===== src/rtl/neighbor_fifo_dispatcher_pkg.sv =====
// rtl/neighbor_fifo_dispatcher_pkg.sv - shared types for the neighbour FIFO dispatcher
`ifndef Num_Banks_Neighbor
`define Num_Banks_Neighbor 4
`endif

package neighbor_fifo_dispatcher_pkg;

    localparam int NUM_BANKS_NEIGHBOR = `Num_Banks_Neighbor;
    localparam int BANK_ID_W          = $clog2(`Num_Banks_Neighbor);

    typedef struct packed {
        logic [15:0]          node_id;
        logic [7:0]           weight;
        logic [BANK_ID_W-1:0] bank_id;
    } Neighbor_info2Neighbor_FIFO;

    typedef enum logic [1:0] {
        IDLE,
        FETCH,
        ISSUE
    } dispatch_state_t;

endpackage


===== src/rtl/neighbor_bank_onehot_dec.sv =====
// rtl/neighbor_bank_onehot_dec.sv - bank_id plus valid to one-hot bank request vector
module neighbor_bank_onehot_dec #(
    parameter int NUM_BANKS = 4,
    parameter int BANK_W    = $clog2(NUM_BANKS)
) (
    input  logic [BANK_W-1:0]    bank_id,
    input  logic                 valid,
    output logic [NUM_BANKS-1:0] onehot
);

    localparam logic [NUM_BANKS-1:0] ONE = {{(NUM_BANKS-1){1'b0}}, 1'b1};

    assign onehot = valid ? (ONE << bank_id) : '0;

endmodule


===== src/rtl/neighbor_fifo_dispatcher.sv =====
// rtl/neighbor_fifo_dispatcher.sv - pops neighbour FIFO entries and routes them to banks by bank_id
// Optional 2-entry skid buffer with back-to-back pops: NEIGHBOR_DISPATCH_PREFETCH_EN
module neighbor_fifo_dispatcher
    import neighbor_fifo_dispatcher_pkg::*;
#(
    parameter int NUM_BANKS = NUM_BANKS_NEIGHBOR,
    parameter int BANK_W    = $clog2(NUM_BANKS),
    parameter int CNT_W     = 16
) (
    input  logic                       clk,
    input  logic                       rst,
    input  logic                       fifo_rempty,
    input  Neighbor_info2Neighbor_FIFO fifo_rdata,
    output logic                       fifo_rinc,
    input  logic [NUM_BANKS-1:0]       bank_ready,
    output logic [NUM_BANKS-1:0]       bank_req_valid,
    output Neighbor_info2Neighbor_FIFO bank_req_data,
    input  logic                       cnt_clear,
    output logic [CNT_W-1:0]           dispatch_cnt,
    output logic                       idle
);

    localparam logic [CNT_W-1:0] CNT_MAX = {CNT_W{1'b1}};

    Neighbor_info2Neighbor_FIFO hold_q;
    logic                       issue_valid;
    logic                       hs;

`ifdef NEIGHBOR_DISPATCH_PREFETCH_EN
    Neighbor_info2Neighbor_FIFO next_q, hold_n, next_n;
    logic                       hold_valid, next_valid, pending;
    logic                       hold_valid_n, next_valid_n;
    logic [1:0]                 occ;

    assign hs          = hold_valid & bank_ready[hold_q.bank_id];
    assign occ         = {1'b0, hold_valid} + {1'b0, next_valid} + {1'b0, pending} - {1'b0, hs};
    assign fifo_rinc   = !fifo_rempty && (occ < 2'd2);
    assign issue_valid = hold_valid;
    assign idle        = !hold_valid && !next_valid && !pending && fifo_rempty;

    // Shift next into hold on acceptance first so returning data always lands behind older entries.
    always_comb begin
        hold_valid_n = hold_valid;
        hold_n       = hold_q;
        next_valid_n = next_valid;
        next_n       = next_q;
        if (hs) begin
            hold_valid_n = next_valid;
            hold_n       = next_q;
            next_valid_n = 1'b0;
            next_n       = '0;
        end
        if (pending) begin
            if (!hold_valid_n) begin
                hold_valid_n = 1'b1;
                hold_n       = fifo_rdata;
            end else begin
                next_valid_n = 1'b1;
                next_n       = fifo_rdata;
            end
        end
    end

    always_ff @(posedge clk or negedge rst) begin
        if (!rst) begin
            hold_valid <= 1'b0;
            hold_q     <= '0;
            next_valid <= 1'b0;
            next_q     <= '0;
            pending    <= 1'b0;
        end else begin
            hold_valid <= hold_valid_n;
            hold_q     <= hold_n;
            next_valid <= next_valid_n;
            next_q     <= next_n;
            pending    <= fifo_rinc;
        end
    end
`else
    dispatch_state_t state, state_n;

    assign issue_valid = (state == ISSUE);
    assign hs          = issue_valid & bank_ready[hold_q.bank_id];
    assign idle        = (state == IDLE) && fifo_rempty;

    always_comb begin
        state_n   = state;
        fifo_rinc = 1'b0;
        case (state)
            IDLE: begin
                if (!fifo_rempty) begin
                    fifo_rinc = 1'b1;
                    state_n   = FETCH;
                end
            end
            FETCH: state_n = ISSUE;
            ISSUE: begin
                if (hs) begin
                    if (!fifo_rempty) begin
                        fifo_rinc = 1'b1;
                        state_n   = FETCH;
                    end else begin
                        state_n = IDLE;
                    end
                end
            end
            default: state_n = IDLE;
        endcase
    end

    always_ff @(posedge clk or negedge rst) begin
        if (!rst) begin
            state  <= IDLE;
            hold_q <= '0;
        end else begin
            state <= state_n;
            if (state == FETCH) begin
                hold_q <= fifo_rdata;
            end
        end
    end
`endif

    neighbor_bank_onehot_dec #(
        .NUM_BANKS (NUM_BANKS),
        .BANK_W    (BANK_W)
    ) u_dec (
        .bank_id (hold_q.bank_id),
        .valid   (issue_valid),
        .onehot  (bank_req_valid)
    );

    assign bank_req_data = issue_valid ? hold_q : '0;

    // Clear wins over a same-cycle acceptance; the count sticks at all-ones.
    always_ff @(posedge clk or negedge rst) begin
        if (!rst) begin
            dispatch_cnt <= '0;
        end else if (cnt_clear) begin
            dispatch_cnt <= '0;
        end else if (hs && (dispatch_cnt != CNT_MAX)) begin
            dispatch_cnt <= dispatch_cnt + 1'b1;
        end
    end

endmodule

===== config.mk =====
export PLATFORM = sky130hd
export DESIGN_NAME = neighbor_fifo_dispatcher
export DESIGN_NICKNAME = d
export VERILOG_FILES = /design/src/rtl/neighbor_fifo_dispatcher_pkg.sv /design/src/rtl/neighbor_bank_onehot_dec.sv /design/src/rtl/neighbor_fifo_dispatcher.sv
export SDC_FILE = /design/constraint.sdc
export NUM_CORES = 1
export LEC_CHECK = 0
export ABC_CLOCK_PERIOD_IN_PS = 2900
export CAP_MARGIN = 20
export CORE_ASPECT_RATIO = 0.5
export CORE_UTILIZATION = 48
export DETAILED_ROUTE_END_ITERATION = 10
export GPL_TIMING_DRIVEN = 0
export HOLD_SLACK_MARGIN = 0.06
export PLACE_DENSITY = 0.82
export SYNTH_ARGS = -nofsm -noshare
export SYNTH_HDL_FRONTEND = slang
export SYNTH_SLANG_ARGS = --single-unit
export TNS_END_PERCENT = 30

===== constraint.sdc =====
create_clock -name clk -period 2.9 [get_ports clk]
set_input_delay 0.58 -clock clk [delete_from_list [all_inputs] [get_ports clk]]
set_output_delay 0.58 -clock clk [all_outputs]
set_load 0.01 [all_outputs]

==> results.sh, run 1 <==
export IMPL_dp_hpwl_um=4040
export IMPL_core_area_um2=4510
export IMPL_drive_above_1_share_pct=18.1
export IMPL_num_io_pins=82
export IMPL_final_common_cell="clkdlybuf4s50_1"
export IMPL_yosys_warnings=0
export IMPL_gp_congestion=0.844
export IMPL_fin_cells=365
export IMPL_drt_total_wl_um=5510
export IMPL_cp_start_kind="register"
export IMPL_synth_seq_area_share_pct=47.6
export IMPL_grt_max_degree=38
export IMPL_crit_buf_inv=3
export IMPL_cap_violations=0
export IMPL_cp_cell_sequence="nor2b_1, clkbuf_2, clkbuf_2, and2_1, clkdlybuf4s50_1"
export IMPL_cp_end_kind="primary output"
export IMPL_dieArea_um2=5120
export IMPL_crit_slowest_cell="clkdlybuf4s50_1"
export IMPL_crit_family="buffers and inverters"
export IMPL_crit_arrival_ns=2.12
export IMPL_rsz0062_at_grt="false"
export IMPL_min_path_type="in2async"
export IMPL_synth_distinct_cells=40
export IMPL_slew_violations=0
export IMPL_placed_cells=357
export IMPL_post_cts_setup_buffer_count=0
export IMPL_insertion_delay_ns=0.30
export IMPL_ant_nets=0
export IMPL_synth_cell_area_um2=2310
export IMPL_rows=17
export IMPL_die_w_um=100
export IMPL_fmax_mhz=370
export IMPL_clkSlewWorstSetupHoldPaths_ns=0.08
export IMPL_finalCriticalPeriod_ns=2.70
export IMPL_required_ns=2.32
export IMPL_grt_antenna_before_repair=0
export IMPL_ys_seq_elements=44
export IMPL_finalSetupViolCount=0
export IMPL_grt_total_usage_pct=23.6
export IMPL_htreeDepth=2
export IMPL_fillers=325
export IMPL_skew_ns=0.00565
export IMPL_pwr_share_comb_pct=41.4
export IMPL_cpMostUsedCell="clkbuf_2"
export IMPL_p_sw_share_pct=30.4
export IMPL_die_y_um=51.1
export IMPL_relSlewSlack_pct=66.9
export IMPL_critPathMaxFanout=10
export IMPL_tightest_slew_ns=0.497
export IMPL_worstSetupPathType="reg2out"
export IMPL_cts_root_buffer="clkbuf_8"
export IMPL_p_per_area_nw_per_um2=713
export IMPL_setup_tns_final_ns=0
export IMPL_final_core_util_pct=74.0
export IMPL_clock_sinks=44
export IMPL_drc=0
export IMPL_p_switching_w=0.000724
export IMPL_synthFlopType="dfrtp_1"
export IMPL_postSynthAreaPerCell_um2=11.1
export IMPL_finalHoldViolations=0
export IMPL_tritoncts="built"
export IMPL_fin_nets=333
export IMPL_status="finished clean"
export IMPL_antenna_cells=0
export IMPL_cts_buffers=5
export IMPL_async_reset_ff_share_pct=100
export IMPL_seq_power_share_pct=38.8
export IMPL_crit_path_max_incr_delay_ns=0.55
export IMPL_drtIter0Drc=44
export IMPL_wl_per_cell_um=15.1
export IMPL_synth_enable_flop_cells=0
export IMPL_cellInternalPower_w=0.00165
export IMPL_grt_pass1_vias=1951
export IMPL_first_pass_iters=5
export IMPL_viasPerCell=5.49
export IMPL_port_buffers=81
export IMPL_leakage_nw=1.34
export IMPL_initial_core_util_pct=51.3
export IMPL_grt_pass1_wl_um=9280
export IMPL_synth_nets=244
export IMPL_clockPowerShare_pct=19.8
export IMPL_finalCritPeriodShare_pct=93.2
export IMPL_clk_path_buf_depth=2
export IMPL_vias=2004
export IMPL_syn_to_final_growth_pct=44.2
export IMPL_vdd_drop_max_uv=289
export IMPL_most_common_layout_cells="79 x clkdlybuf4s50_1, 44 x dfrtp_1, 29 x mux2_2"
export IMPL_syn_inst=209
export IMPL_grt_ovfl_total=0
## through the flow
step           worst slack [ns]  cell area, um2  total power (W)  hold WS, ns
6_report                  0.198            3340          0.00238        0.118
3_3_place_gp             0.0726            3210          0.00187        0.480
5_1_grt                  0.0633            3340          0.00253        0.121
3_5_place_dp             0.0588            3220          0.00193        0.442
2_1_floorplan              1.05            2310          0.00149        0.284
4_1_cts                  0.0178            3330          0.00240        0.120
## Yosys cell counts, drive strengths merged, types with 3 or more instances
library cell | count | share of area, %
nor2b | 7 | 1.9
clkbuf | 6 | 1.0
o21ai | 3 | 0.65
buf | 9 | 2.2
o31ai | 8 | 2.6
a21oi | 11 | 2.4
dfrtp | 44 | 48
and2 | 27 | 7.3
and3 | 5 | 1.4
nor3b | 3 | 1.5
nor4 | 5 | 1.9
or4 | 9 | 2.9
mux2 | 31 | 15
nor2 | 5 | 0.81
nand2 | 8 | 1.3
nand4 | 8 | 2.2
## routing by layer
layer	share of wire [%]	up-vias	GRT usage (%)
li1	-	941	-
met1	42	985	29.1
met2	52	67	42.0
met3	4.6	11	4.79
met4	1.6	0	7.97
met5	0	-	0
## power by group through the flow
stage,sequential [W],combinational (W),clock (W)
after global routing,0.000959,0.00106,0.000512
after detailed placement,0.000940,0.000988,0
after CTS,0.000927,0.000994,0.000477
after floorplan,0.000906,0.000584,0
final,0.000923,0.000984,0.000470
after global placement,0.000922,0.000952,0
## timing repair
| item | CTS | global route |
|---|---|---|
| endpoints found under the hold margin | 0 | 0 |
| cloned | 0 | 0 |
| hold buffers | 0 | 0 |
| gates resized for setup | 2 | 3 |
| setup endpoints to repair | 12 | 20 |
## area by class of cell
type / instances / area (um2) / area share [%]
Clock buffer: 6 / 72.6 / 2.18
Clock inverter: 2 / 35.0 / 1.05
Tap cell: 66 / 82.6 / 2.48
Sequential cell: 44 / 1100 / 33.0
Buffer: 15 / 78.8 / 2.36
Inverter: 2 / 7.51 / 0.225
Timing Repair Buffer: 82 / 828 / 24.8
Multi-Input combinational cell: 148 / 1130 / 33.9
## cell families after synthesis
kind of cell / count (synthesis) / share of synthesized area (%)
muxes: 32 / 15.5
buffers and inverters: 17 / 3.57
DFF: 44 / 47.6
and+or+nand+nor: 86 / 23.9
adders and majority gates: 1 / 0.541
AOI/OAI and AO/OA: 29 / 8.92
## sequential cells by signal (all words and copies together), names as in the netlist
name / flops
state: 2
dispatch_cnt: 16
hold_q: 26
## worst paths after layout
path / slack (ns) / end / startpoint / cells after the start
worst max-delay path: 0.20 / bank_req_data[17] / state[1] / 5
max in group asynchronous: 2.34 / hold_q[7] / rst / 2
min in group clk: 0.50 / hold_q[2] / hold_q[2] / 1
worst min register to register: 0.50 / hold_q[2] / hold_q[2] / 1
worst max register to register: 0.95 / dispatch_cnt[9] / dispatch_cnt[0] / 7
worst min-delay path: 0.12 / dispatch_cnt[12] / rst / 1
(Power assumes the default switching activity.)
==> run 2, diff against run 1 <==
Settings changed: CAP_MARGIN 20 to 30, GPL_ROUTABILITY_DRIVEN from default to 1.
==> results of run 2 <==
No change in the layout: final DEF, timing and power equal those of run 1.
==> run 3, diff against run 2 <==
Settings changed: SKIP_CTS_REPAIR_TIMING from default to 1.
==> run 3 against run 2 <==
Fmax up 0.38%. Worst hold slack hardly changed. Cell area unchanged. Non-clock buffer count unchanged. Clock power about the same. Sequential cell count unchanged. Sequential share of layout area unchanged. Via count is 0.15% lower. Die area did not move.
==> results.sh, run 3 (synthesized netlist as in run 1, its figures left out) <==
export IMPL_required_ns=2.32
export IMPL_crit_family="buffers and inverters"
export IMPL_grt_ovfl_total=0
export IMPL_cp_cell_sequence="nor2b_1, clkbuf_2, clkbuf_2, and2_1, clkdlybuf4s50_1"
export IMPL_antenna_cells=0
export IMPL_path_depth=5
export IMPL_cpMostUsedCell="clkbuf_2"
export IMPL_grt_pass1_vias=1953
export IMPL_finalPower_w=0.00238
export IMPL_finalCriticalPeriod_ns=2.69
export IMPL_regArea_um2=1100
export IMPL_crit_buf_inv=3
export IMPL_clock_sinks=44
export IMPL_rsz0062_at_grt="false"
export IMPL_final_cell_area_um2=3340
export IMPL_fin_nets=333
export IMPL_num_io_pins=82
export IMPL_slew_violations=0
export IMPL_placed_area_um2=3220
export IMPL_cap_violations=0
export IMPL_first_pass_iters=4
export IMPL_vdd_drop_max_uv=290
export IMPL_drt_total_wl_um=5520
export IMPL_drtIter0Drc=43
export IMPL_dp_slack_ns=0.0588
export IMPL_ant_nets=0
export IMPL_fillers=325
export IMPL_clkSlewWorstSetupHoldPaths_ns=0.09
export IMPL_drc=0
export IMPL_status="finished clean"
export IMPL_drive_above_1_share_pct=18.1
export IMPL_most_common_layout_cells="79 x clkdlybuf4s50_1, 44 x dfrtp_1, 29 x mux2_2"
export IMPL_largestRegisters="hold_q x26, dispatch_cnt x16, state x2"
export IMPL_final_core_util_pct=74.0
export IMPL_dp_hpwl_um=4040
export IMPL_vias=2001
export IMPL_crit_arrival_ns=2.11
export IMPL_die_w_um=100
export IMPL_cts_root_buffer="clkbuf_8"
export IMPL_cp_start_kind="register"
export IMPL_regMostFlops="hold_q"
export IMPL_min_path_type="in2async"
export IMPL_crit_slowest_cell="clkdlybuf4s50_1"
export IMPL_port_buffers=81
export IMPL_die_y_um=51.1
export IMPL_htreeDepth=2
export IMPL_largest_reg_flops=26
export IMPL_grt_total_usage_pct=23.6
export IMPL_setup_tns_final_ns=0
export IMPL_grt_max_degree=38
export IMPL_setup_slack_ns=0.208
export IMPL_p_per_area_nw_per_um2=713
export IMPL_grt_pass1_wl_um=9270
export IMPL_grt_antenna_before_repair=0
export IMPL_critPathMaxFanout=10
export IMPL_crit_path_max_incr_delay_ns=0.54
export IMPL_gp_congestion=0.844
export IMPL_ff2ff_path_depth=7
export IMPL_worstSetupPathType="reg2out"
export IMPL_leakage_nw=1.34
export IMPL_relSlewSlack_pct=66.9
export IMPL_insertion_delay_ns=0.30
export IMPL_clk_path_buf_depth=2
export IMPL_wl_per_cell_um=15.1
export IMPL_tightest_slew_ns=0.497
export IMPL_cts_buffers=5
export IMPL_cp_end_kind="primary output"
export IMPL_final_common_cell="clkdlybuf4s50_1"
export IMPL_multiInputGateArea_um2=1130
export IMPL_skew_ns=0.00646
export IMPL_dieArea_um2=5120
export IMPL_syn_to_final_growth_pct=44.2
export IMPL_fmax_mhz=371
export IMPL_viasPerCell=5.48
export IMPL_core_area_um2=4510
export IMPL_finalSetupViolCount=0
export IMPL_rows=17
export IMPL_finalCritPeriodShare_pct=92.8
export IMPL_initial_core_util_pct=51.3
export IMPL_tritoncts="built"
export IMPL_finalHoldViolations=0
-- run 3: cell counts in the layout (fill, tap and decap cells not counted) --
Identical to the previous run, type by type.
-- run 3: final timing paths --
check / from / to / slack (ns)
worst max-delay path: state[0] / bank_req_data[17] / 0.21
worst min-delay path: rst / dispatch_cnt[12] / 0.12
worst max register to register: dispatch_cnt[0] / dispatch_cnt[9] / 0.95
worst min register to register: hold_q[7] / hold_q[7] / 0.50
max in group asynchronous: rst / hold_q[7] / 2.34
min in group clk: hold_q[7] / hold_q[7] / 0.50
-- run 3: final cells by class --
class	count	share of cell area (%)
Clock inverter	2	1.05
Buffer	15	2.36
Sequential cell	44	33.0
Inverter	2	0.225
Timing Repair Buffer	82	24.8
Multi-Input combinational cell	148	33.9
Tap cell	66	2.48
Clock buffer	6	2.18
-- run 3: through the flow --
step	hold WS, ns	instances
after floorplan	0.284	209
after global placement	0.480	356
after detailed placement	0.442	357
after CTS	0.120	365
after global routing	0.121	365
final	0.118	365
-- run 3: layer usage --
metal | GRT usage (%) | routed length [um]
met1 | 29.1 | 2320
met2 | 42.0 | 2860
met3 | 4.79 | 252
met4 | 7.97 | 89
met5 | 0 | 0
-- run 3: power by group --
group	internal, W	total (W)	switching [W]
Sequential	0.000814	0.000923	0.000109
Clock	0.000256	0.000471	0.000215
Combinational	0.000584	0.000985	0.000401
Total	0.00165	0.00238	0.000725
-- run 3: worst register-to-register path, cell delays in order (launching register included) --
cell and delay (ns):
dfrtp_1 0.43, ha_1 0.25, nand4_1 0.13, nor4_2 0.35, buf_2 0.28, buf_4 0.20, o31ai_1 0.09, a21oi_1 0.14
